## src/rtl/uart_rx.sv

```systemverilog
// UART receiver. Oversamples the serial line on the rising edges of the 16x
// baud clock, rebuilds LSB-first data words, and reports each completed frame
// with a one-cycle rx_valid strobe. The strobe carries the data word and the
// parity and framing error flags.
module uart_rx #(
    parameter int DATA_BITS  = 8,
    parameter bit PARITY_EN  = 1'b0,
    parameter bit PARITY_ODD = 1'b0
) (
    input  logic                 clk,
    input  logic                 rst,
    input  logic                 clk_16bd,
    input  logic                 rx,
    output logic [DATA_BITS-1:0] rx_data,
    output logic                 rx_valid,
    output logic                 parity_err,
    output logic                 frame_err,
    output logic                 busy
);

    localparam int BW = (DATA_BITS > 1) ? $clog2(DATA_BITS) : 1;
    localparam logic [BW-1:0] BIT_LAST = BW'(DATA_BITS - 1);

    typedef enum logic [2:0] {
        IDLE   = 3'd0,
        START  = 3'd1,
        DATA   = 3'd2,
        PARITY = 3'd3,
        STOP   = 3'd4
    } state_t;

    // Parity check over the data word plus the received parity bit.
    // The result is forced to 0 when parity is disabled.
    function automatic logic parity_error(input logic [DATA_BITS-1:0] d, input logic pbit);
        parity_error = PARITY_EN & ((^{d, pbit}) != PARITY_ODD);
    endfunction

    logic                 rx_meta_r;
    logic                 rx_sync_r;
    logic                 c16_d_r;
    logic                 tick_s;
    state_t               state_r;
    state_t               state_nxt_s;
    logic [3:0]           tcnt_r;
    logic [3:0]           tcnt_nxt_s;
    logic [BW-1:0]        bcnt_r;
    logic [BW-1:0]        bcnt_nxt_s;
    logic [DATA_BITS-1:0] shift_r;
    logic [DATA_BITS-1:0] shift_nxt_s;
    logic                 pbit_r;
    logic                 pbit_nxt_s;
    logic                 done_s;

    // A single-cycle tick is produced on each rising edge of the 16x baud clock.
    assign tick_s = clk_16bd & ~c16_d_r;
    assign busy   = (state_r != IDLE);

    // Two-flop synchroniser for rx, plus the edge flop for the baud clock.
    // Both synchroniser flops reset to the idle line level.
    always_ff @(posedge clk or posedge rst) begin
        if (rst) begin
            rx_meta_r <= 1'b1;
            rx_sync_r <= 1'b1;
            c16_d_r   <= 1'b0;
        end else begin
            rx_meta_r <= rx;
            rx_sync_r <= rx_meta_r;
            c16_d_r   <= clk_16bd;
        end
    end

    // Next-state logic for frame sequencing. Everything advances only on ticks.
    always_comb begin
        state_nxt_s = state_r;
        tcnt_nxt_s  = tcnt_r;
        bcnt_nxt_s  = bcnt_r;
        shift_nxt_s = shift_r;
        pbit_nxt_s  = pbit_r;
        done_s      = 1'b0;
        if (tick_s) begin
            tcnt_nxt_s = tcnt_r + 4'd1;
            case (state_r)
                IDLE: begin
                    tcnt_nxt_s = 4'd0;
                    if (!rx_sync_r) begin
                        state_nxt_s = START;
                    end else begin
                        state_nxt_s = IDLE;
                    end
                end
                START: begin
                    if (tcnt_r == 4'd7) begin
                        tcnt_nxt_s = 4'd0;
                        bcnt_nxt_s = '0;
                        // A line seen high at mid start bit is treated as a glitch.
                        if (rx_sync_r) begin
                            state_nxt_s = IDLE;
                        end else begin
                            state_nxt_s = DATA;
                        end
                    end else begin
                        state_nxt_s = START;
                    end
                end
                DATA: begin
                    if (tcnt_r == 4'd15) begin
                        shift_nxt_s = {rx_sync_r, shift_r[DATA_BITS-1:1]};
                        if (bcnt_r == BIT_LAST) begin
                            bcnt_nxt_s  = '0;
                            state_nxt_s = PARITY_EN ? PARITY : STOP;
                        end else begin
                            bcnt_nxt_s  = bcnt_r + BW'(1);
                            state_nxt_s = DATA;
                        end
                    end else begin
                        state_nxt_s = DATA;
                    end
                end
                PARITY: begin
                    if (tcnt_r == 4'd15) begin
                        pbit_nxt_s  = rx_sync_r;
                        state_nxt_s = STOP;
                    end else begin
                        state_nxt_s = PARITY;
                    end
                end
                STOP: begin
                    // Leaving at mid stop bit lets a back-to-back start bit be caught.
                    if (tcnt_r == 4'd15) begin
                        done_s      = 1'b1;
                        tcnt_nxt_s  = 4'd0;
                        state_nxt_s = IDLE;
                    end else begin
                        state_nxt_s = STOP;
                    end
                end
                default: begin
                    tcnt_nxt_s  = 4'd0;
                    state_nxt_s = IDLE;
                end
            endcase
        end else begin
            state_nxt_s = state_r;
        end
    end

    // Register the FSM state, the counters and the data path.
    always_ff @(posedge clk or posedge rst) begin
        if (rst) begin
            state_r <= IDLE;
            tcnt_r  <= 4'd0;
            bcnt_r  <= '0;
            shift_r <= '0;
            pbit_r  <= 1'b0;
        end else begin
            state_r <= state_nxt_s;
            tcnt_r  <= tcnt_nxt_s;
            bcnt_r  <= bcnt_nxt_s;
            shift_r <= shift_nxt_s;
            pbit_r  <= pbit_nxt_s;
        end
    end

    // Publish a completed frame. The flags and data hold until the next frame.
    always_ff @(posedge clk or posedge rst) begin
        if (rst) begin
            rx_data    <= '0;
            rx_valid   <= 1'b0;
            parity_err <= 1'b0;
            frame_err  <= 1'b0;
        end else begin
            rx_valid <= done_s;
            if (done_s) begin
                rx_data    <= shift_r;
                frame_err  <= ~rx_sync_r;
                parity_err <= parity_error(shift_r, pbit_r);
            end
        end
    end

endmodule

```

## config.mk

```make
export PLATFORM = sky130hd
export DESIGN_NAME = uart_rx
export DESIGN_NICKNAME = d
export VERILOG_FILES = /design/src/rtl/uart_rx.sv
export SDC_FILE = /design/constraint.sdc
export NUM_CORES = 1
export LEC_CHECK = 0
export ABC_AREA = 1
export CAP_MARGIN = 10
export CORE_MARGIN = 5
export CORE_UTILIZATION = 59
export CTS_BUF_LIST = sky130_fd_sc_hd__clkbuf_16
export DETAILED_ROUTE_END_ITERATION = 10
export GPL_TIMING_DRIVEN = 0
export HOLD_SLACK_MARGIN = 0.05
export PLACE_DENSITY = 0.83
export SETUP_SLACK_MARGIN = 0.4
export SYNTH_ARGS = -nofsm -noshare
export SYNTH_HDL_FRONTEND = slang
export SYNTH_SLANG_ARGS = --single-unit
```

## constraint.sdc

```tcl
create_clock -name clk -period 2.15 [get_ports clk]
set_input_delay 0.5375 -clock clk [delete_from_list [all_inputs] [get_ports clk]]
set_output_delay 0.5375 -clock clk [all_outputs]
set_load 0.01 [all_outputs]
```

Word level (Yosys, flattened, before mapping)
Index checks and enable logic that the tools add are counted.
- register bits: 31
- latch bits: 0
- bits in writable memories: 0
- ROM bits: 0
- input bits: 4
- output and inout port bits: 12
- word-level logic and storage cells: 48
- memories kept: 0
- add/subtract/negate cells: 2
- multipliers: 0
- divide/modulo/power cells: 0
- magnitude comparators: 0
- eq/ne operators: 9
- shifts and indexed selects: 0
- multiplexer cells: 18
- bitwise gates (word level): 3
- reduce and logical (&&, ||, !) cells: 6
- operator list (cell ; count):
    $mux W3 ; 8
    $pmux W3 S5 ; 1
    $pmux W4 S3 ; 1
    $mux W4 ; 2
    $eq A3 B2 Y1 const B ; 2
    $eq A3 B3 Y1 const B ; 2
    $pmux W3 S2 ; 1
    $add A4 B1 Y4 const B ; 1
    $eq A4 B3 Y1 const B ; 1
    $eq A4 B4 Y1 const B ; 1
    $mux W1 ; 4
    $ne A2 B2 Y1 const B ; 2
    $reduce_and A4 Y1 ; 1
    $add A3 B1 Y3 const B ; 1
    $eq A3 B1 Y1 const B ; 1
    $logic_not A3 Y1 ; 1
    $reduce_and A3 Y1 ; 1
    $reduce_bool A3 Y1 ; 1
    $mux W2 ; 1
    $not A1 Y1 ; 2
    $reduce_bool A2 Y1 ; 1
    $reduce_or A2 Y1 ; 1
    $and A1 B1 Y1 ; 1

Longest topological paths before layout
- word-level depth: 4
- mapped depth: 9
- mapped depth without buffers: 9

Worst setup path before layout
No wires, ideal clock.
- kind: input -> register
- start point: input port clk_16bd
- end point: register shift_r[4]
- data arrival time: 1.303 ns
- path slack: 0.729 ns
- stages: 8
- buffers on the path: 1
- cells stage by stage: inv_1 > nor2_4 > inv_8 > nor2_8 > nand2_4 > buf_6 > nand2_1 > o21ai_2
- word-level cells in the longest chain between the ends: 2
- ends and longest elaborated chain (element ; line ; RTL):
    from (decl) ; 12 ; input logic clk_16bd,
    $and A1 B1 Y1 ; 55 ; assign tick_s = clk_16bd & ~c16_d_r;
    $reduce_and A3 Y1 (no line) ; n/a ;
    to (signal assigned) ; 159 ; shift_r <= shift_nxt_s;
    to (decl) ; 48 ; logic [DATA_BITS-1:0] shift_r;
No other way between the ends.
A chain may end at the register's enable or synchronous reset.

Worst setup path in the final report
- start point: register rx_data[2]
- end point: output port rx_data[2]
- RTL lines (element ; line ; RTL):
    from (decl) ; 14 ; output logic [DATA_BITS-1:0] rx_data,
    from (signal assigned) ; 174 ; rx_data <= shift_r;
No word-level cell between the ends.

==> flow_results.org <==
** Outcome
- The run finished with clean final reports.

** STA
- Final setup vio count :: 0
- Time the worst path needs with I/O delays and setup :: 1720 ps
- The final count of hold timing violations was 0.
- The final count of pins violating max slew came to 0.
- Between clock sinks in the finished design, the worst skew comes to 6.03 ps.
- Dividing the final minimum period by the clock period gives 0.800.
- In the final timing run, aggregate negative setup slack is 0 ps.
- Fmax :: 581 MHz
- Setup repair after global routing left no endpoint under its margin.
- At the pin with the least slew margin, the transition time is between 700 and 800 ps.
- Headroom to the max-slew limit came out at 0.493.

** Clock network
- Insertion delay to the later sink of the worst-skew pair :: ~280 ps
- H-tree Lvls :: 2
- Buffers inserted to repair hold after CTS numbered 0.
- CTS tree :: yes
- The tree is rooted in a clkbuf_16.
- The clock passes through at most 2 buffers.
- CTS buffer count :: 5
- Clock-pin slew was measured on the worst setup and hold paths at 50 ps.
- The tree built by TritonCTS fans out to 31 sinks.

** Critical path
- In this design, the stage delay of the slowest critical-path cell is 550 ps.
- Nature of the critical path endpoint :: primary output
- STA puts the critical path data required time at 1610 ps.
- Of all nets on the critical path, the largest fanout is 2.
- The number of buffers and inverters on the critical path is 1.
- Critical path cell sequence :: clkdlybuf4s50_1
- Slowest stage cell, crit path :: clkdlybuf4s50_1
- Category of the most critical setup path :: register to primary output
- STA classifies the critical path startpoint as a register.
- Broken down by cell family, the worst path's largest delay share belongs to buffers and inverters.
- Data arrival, critical path :: 1180 ps

** Die
- Die boundary height :: 60.8 um
- The region available for standard cell placement spans 0.00248 mm2.
- Top-Level Pins :: 16
- Horiz. Die Dim :: 60.8 um
- Cell row count :: 18
- Initial cell density of the core :: 0.616
- Die footprint :: 0.00370 mm2

** GRT
- Global routing finished with a remaining overflow of 0.
- Via count of the first global-routing pass :: roughly 1,100
- Across every metal layer, demand over resource in global routing totals 0.195.
- The initial antenna violation count was 0.
- Wire length of the first global-routing pass :: between 5000 and 6000 um
- Largest net degree at the start of global routing :: 32

** Synthesis
- Post-synthesis net count :: 176
- Counting distinct cell types in the post-synthesis netlist gives 24.
- The synthesized design contains 0 enable-type register cells.
- Of the synthesized area, sequential elements account for 0.510.
- Number of warning messages in the yosys log :: 0
- In the synthesized netlist the dominant register cell turns out to be dfrtp_1.
- For this run, asynchronously set or reset flops after synthesis account for 1.00.
- Cells after synthesis :: 169
- Flip-flop and latch count after synthesis :: 31
- Netlist area before placement :: 0.00153 mm2
- Post-Synthesis Mean Instance Area :: 9.02 um2

** Placement
- Summed over all nets, the half-perimeter wirelength after detailed placement is approximately 2200 um.
- Post-DP Area :: between 0.0015 and 0.002 mm2
- The congestion estimate from routability-driven global placement came to 0.928.
- Number of port buffers :: 14
- Once placement completed, the tool counted placed cells totaling 213.

** Pwr
- Switching fraction of total power :: 0.235
- In this run the power density over the cells is roughly 730 mW/mm2.
- For this design the total switching power over the nets is ~320 uW.
- P_int :: 1.05 mW
- Part of the total power dissipated in sequential elements :: 0.449
- Clock Power Share :: 0.476
- Lkg Pwr :: 1.01 nW
- Combinational share of power :: 0.075
- Maximum VDD drop :: around 900 uV

** Drt
- Summed over all layers, the routed wires come to 3020 um.
- Detailed-route vias per instance :: 5.22
- The routed layout has roughly 1,200 vias.
- Post-detailed-route count of antenna-violating nets :: 0
- The detailed router finished its first iteration with 47 violations.
- For this run, the detailed router's first-pass iteration total came to 4.
- After detailed routing, the number of remaining DRC violations is 0.
- Dividing the detail-routed wire length by the instance count gives 13.5 um.

** Layout
- Once layout is complete, the utilization of the core stands at 0.755.
- Proportion of layout cells with a drive suffix above 1 :: 0.244
- With fillers left out, the area of the finished cells amounts to 0.00187 mm2.
- After the last flow step, the layout net total stands at 199.
- The finished layout holds ~220 standard cells, fillers aside.
- N_diodes :: 0
- From synthesis to final layout, the design area changed by 22.6%.

** Flow run
- Max-cap violations in this run came to 0.

** Worst hold path
- Hold Path Class :: register to register
kinds of logic after synthesis:
group | share of synthesized area
buf+inv | 0.0787
flops | 0.510
fa+ha+maj | 0.0246
compound gates | 0.102
other cells | 0.00246
simple gates | 0.282
final cells by class:
class	instances	area (um2)
sequential	31	779
multi-input combinational	113	629
fill	179	608
timing repair buffer	16	165
clock buffer	5	125
inverter	22	90.1
tap	30	37.5
buffer	3	30.0
clock inverter	3	12.5
cell usage after synthesis (2+ instances only):
cell type	count	area [um2]
dfstp_2	2	52.6
nand3b_1	3	22.5
ha_1	3	37.5
inv_1	16	60.1
nor2_4	2	22.5
nand3_1	8	40.0
dfrtp_1	29	726
nand2_2	3	18.8
nand2_1	58	218
nor2_2	2	12.5
o21ai_2	16	140
nand2_4	2	22.5
nor2_1	8	30.0
inv_2	4	15.0
nand4_1	3	18.8
buf_6	2	22.5
worst paths after layout:
kind | from | end | slack [ps] | cells past startpoint
worst max-delay path | rx_data[2]$_DFFE_PP0P_ | rx_data[2] | 430 | 1
worst min-delay path | rx_meta_r$_DFF_PP1_ | rx_sync_r$_DFF_PP1_ | 360 | 0
worst max register to register | tcnt_r[0]$_DFFE_PP0P_ | rx_data[0]$_DFFE_PP0P_ | 560 | 9
worst min register to register | rx_meta_r$_DFF_PP1_ | rx_sync_r$_DFF_PP1_ | 360 | 0
max in group asynchronous | rst | shift_r[0]$_DFFE_PP0P_ | 910 | 3
min in group asynchronous | rst | rx_data[1]$_DFFE_PP0P_ | 700 | 2
routing by layer:
layer | track usage | wire, um | vias up
met1 | 0.238 | 1310 | 545
met3 | 0.0787 | 164 | 7
met2 | 0.305 | 1480 | 32
met4 | 0.0867 | 68 | 0
met5 | 0 | 0 | -
li1 | - | - | 580
sequential cells by signal (all words and copies together), names as in the netlist:
signal	count
tcnt_r	4
frame_err	1
state_r	3
bcnt_r	3
rx_valid	1
rx_data	8
c16_d_r	1
rx_sync_r	1
shift_r	8
rx_meta_r	1
stage by stage:
step                      total power, mW  hold WS, ps  setup WS (ps)
after CTS                            1.38          360            404
final                                1.37          358            430
after global routing                 1.43          361            400
after global placement              0.717          346            145
after detailed placement            0.724          353            117
after floorplan                     0.691          345            729
cells in the final DEF (no fill, tap or decap), types with 4 or more instances in the layout:
| cell | synthesis | routed |
|---|---|---|
| clkbuf_16 | 0 | 5 |
| nand2_1 | 58 | 58 |
| clkdlybuf4s50_1 | 0 | 10 |
| inv_1 | 16 | 17 |
| nor2_1 | 8 | 7 |
| o21ai_2 | 16 | 16 |
| inv_2 | 4 | 4 |
| dfrtp_1 | 29 | 28 |
| nand3_1 | 8 | 8 |
power groups by stage:
stage | combinational [mW] | sequential [mW] | clock [mW]
global placement | 0.0955 | 0.622 | 0
CTS | 0.0997 | 0.616 | 0.659
finish | 0.103 | 0.617 | 0.653
detailed placement | 0.0998 | 0.624 | 0
floorplan | 0.0714 | 0.620 | 0
global route | 0.116 | 0.618 | 0.696
repair_timing:
action	in CTS	in global routing
endpoints found under the setup margin	1	16
gates resized for setup	3	5
pin swaps	0	1
setup buffers	0	1
Note: power is estimated with default switching activity, not from simulation.
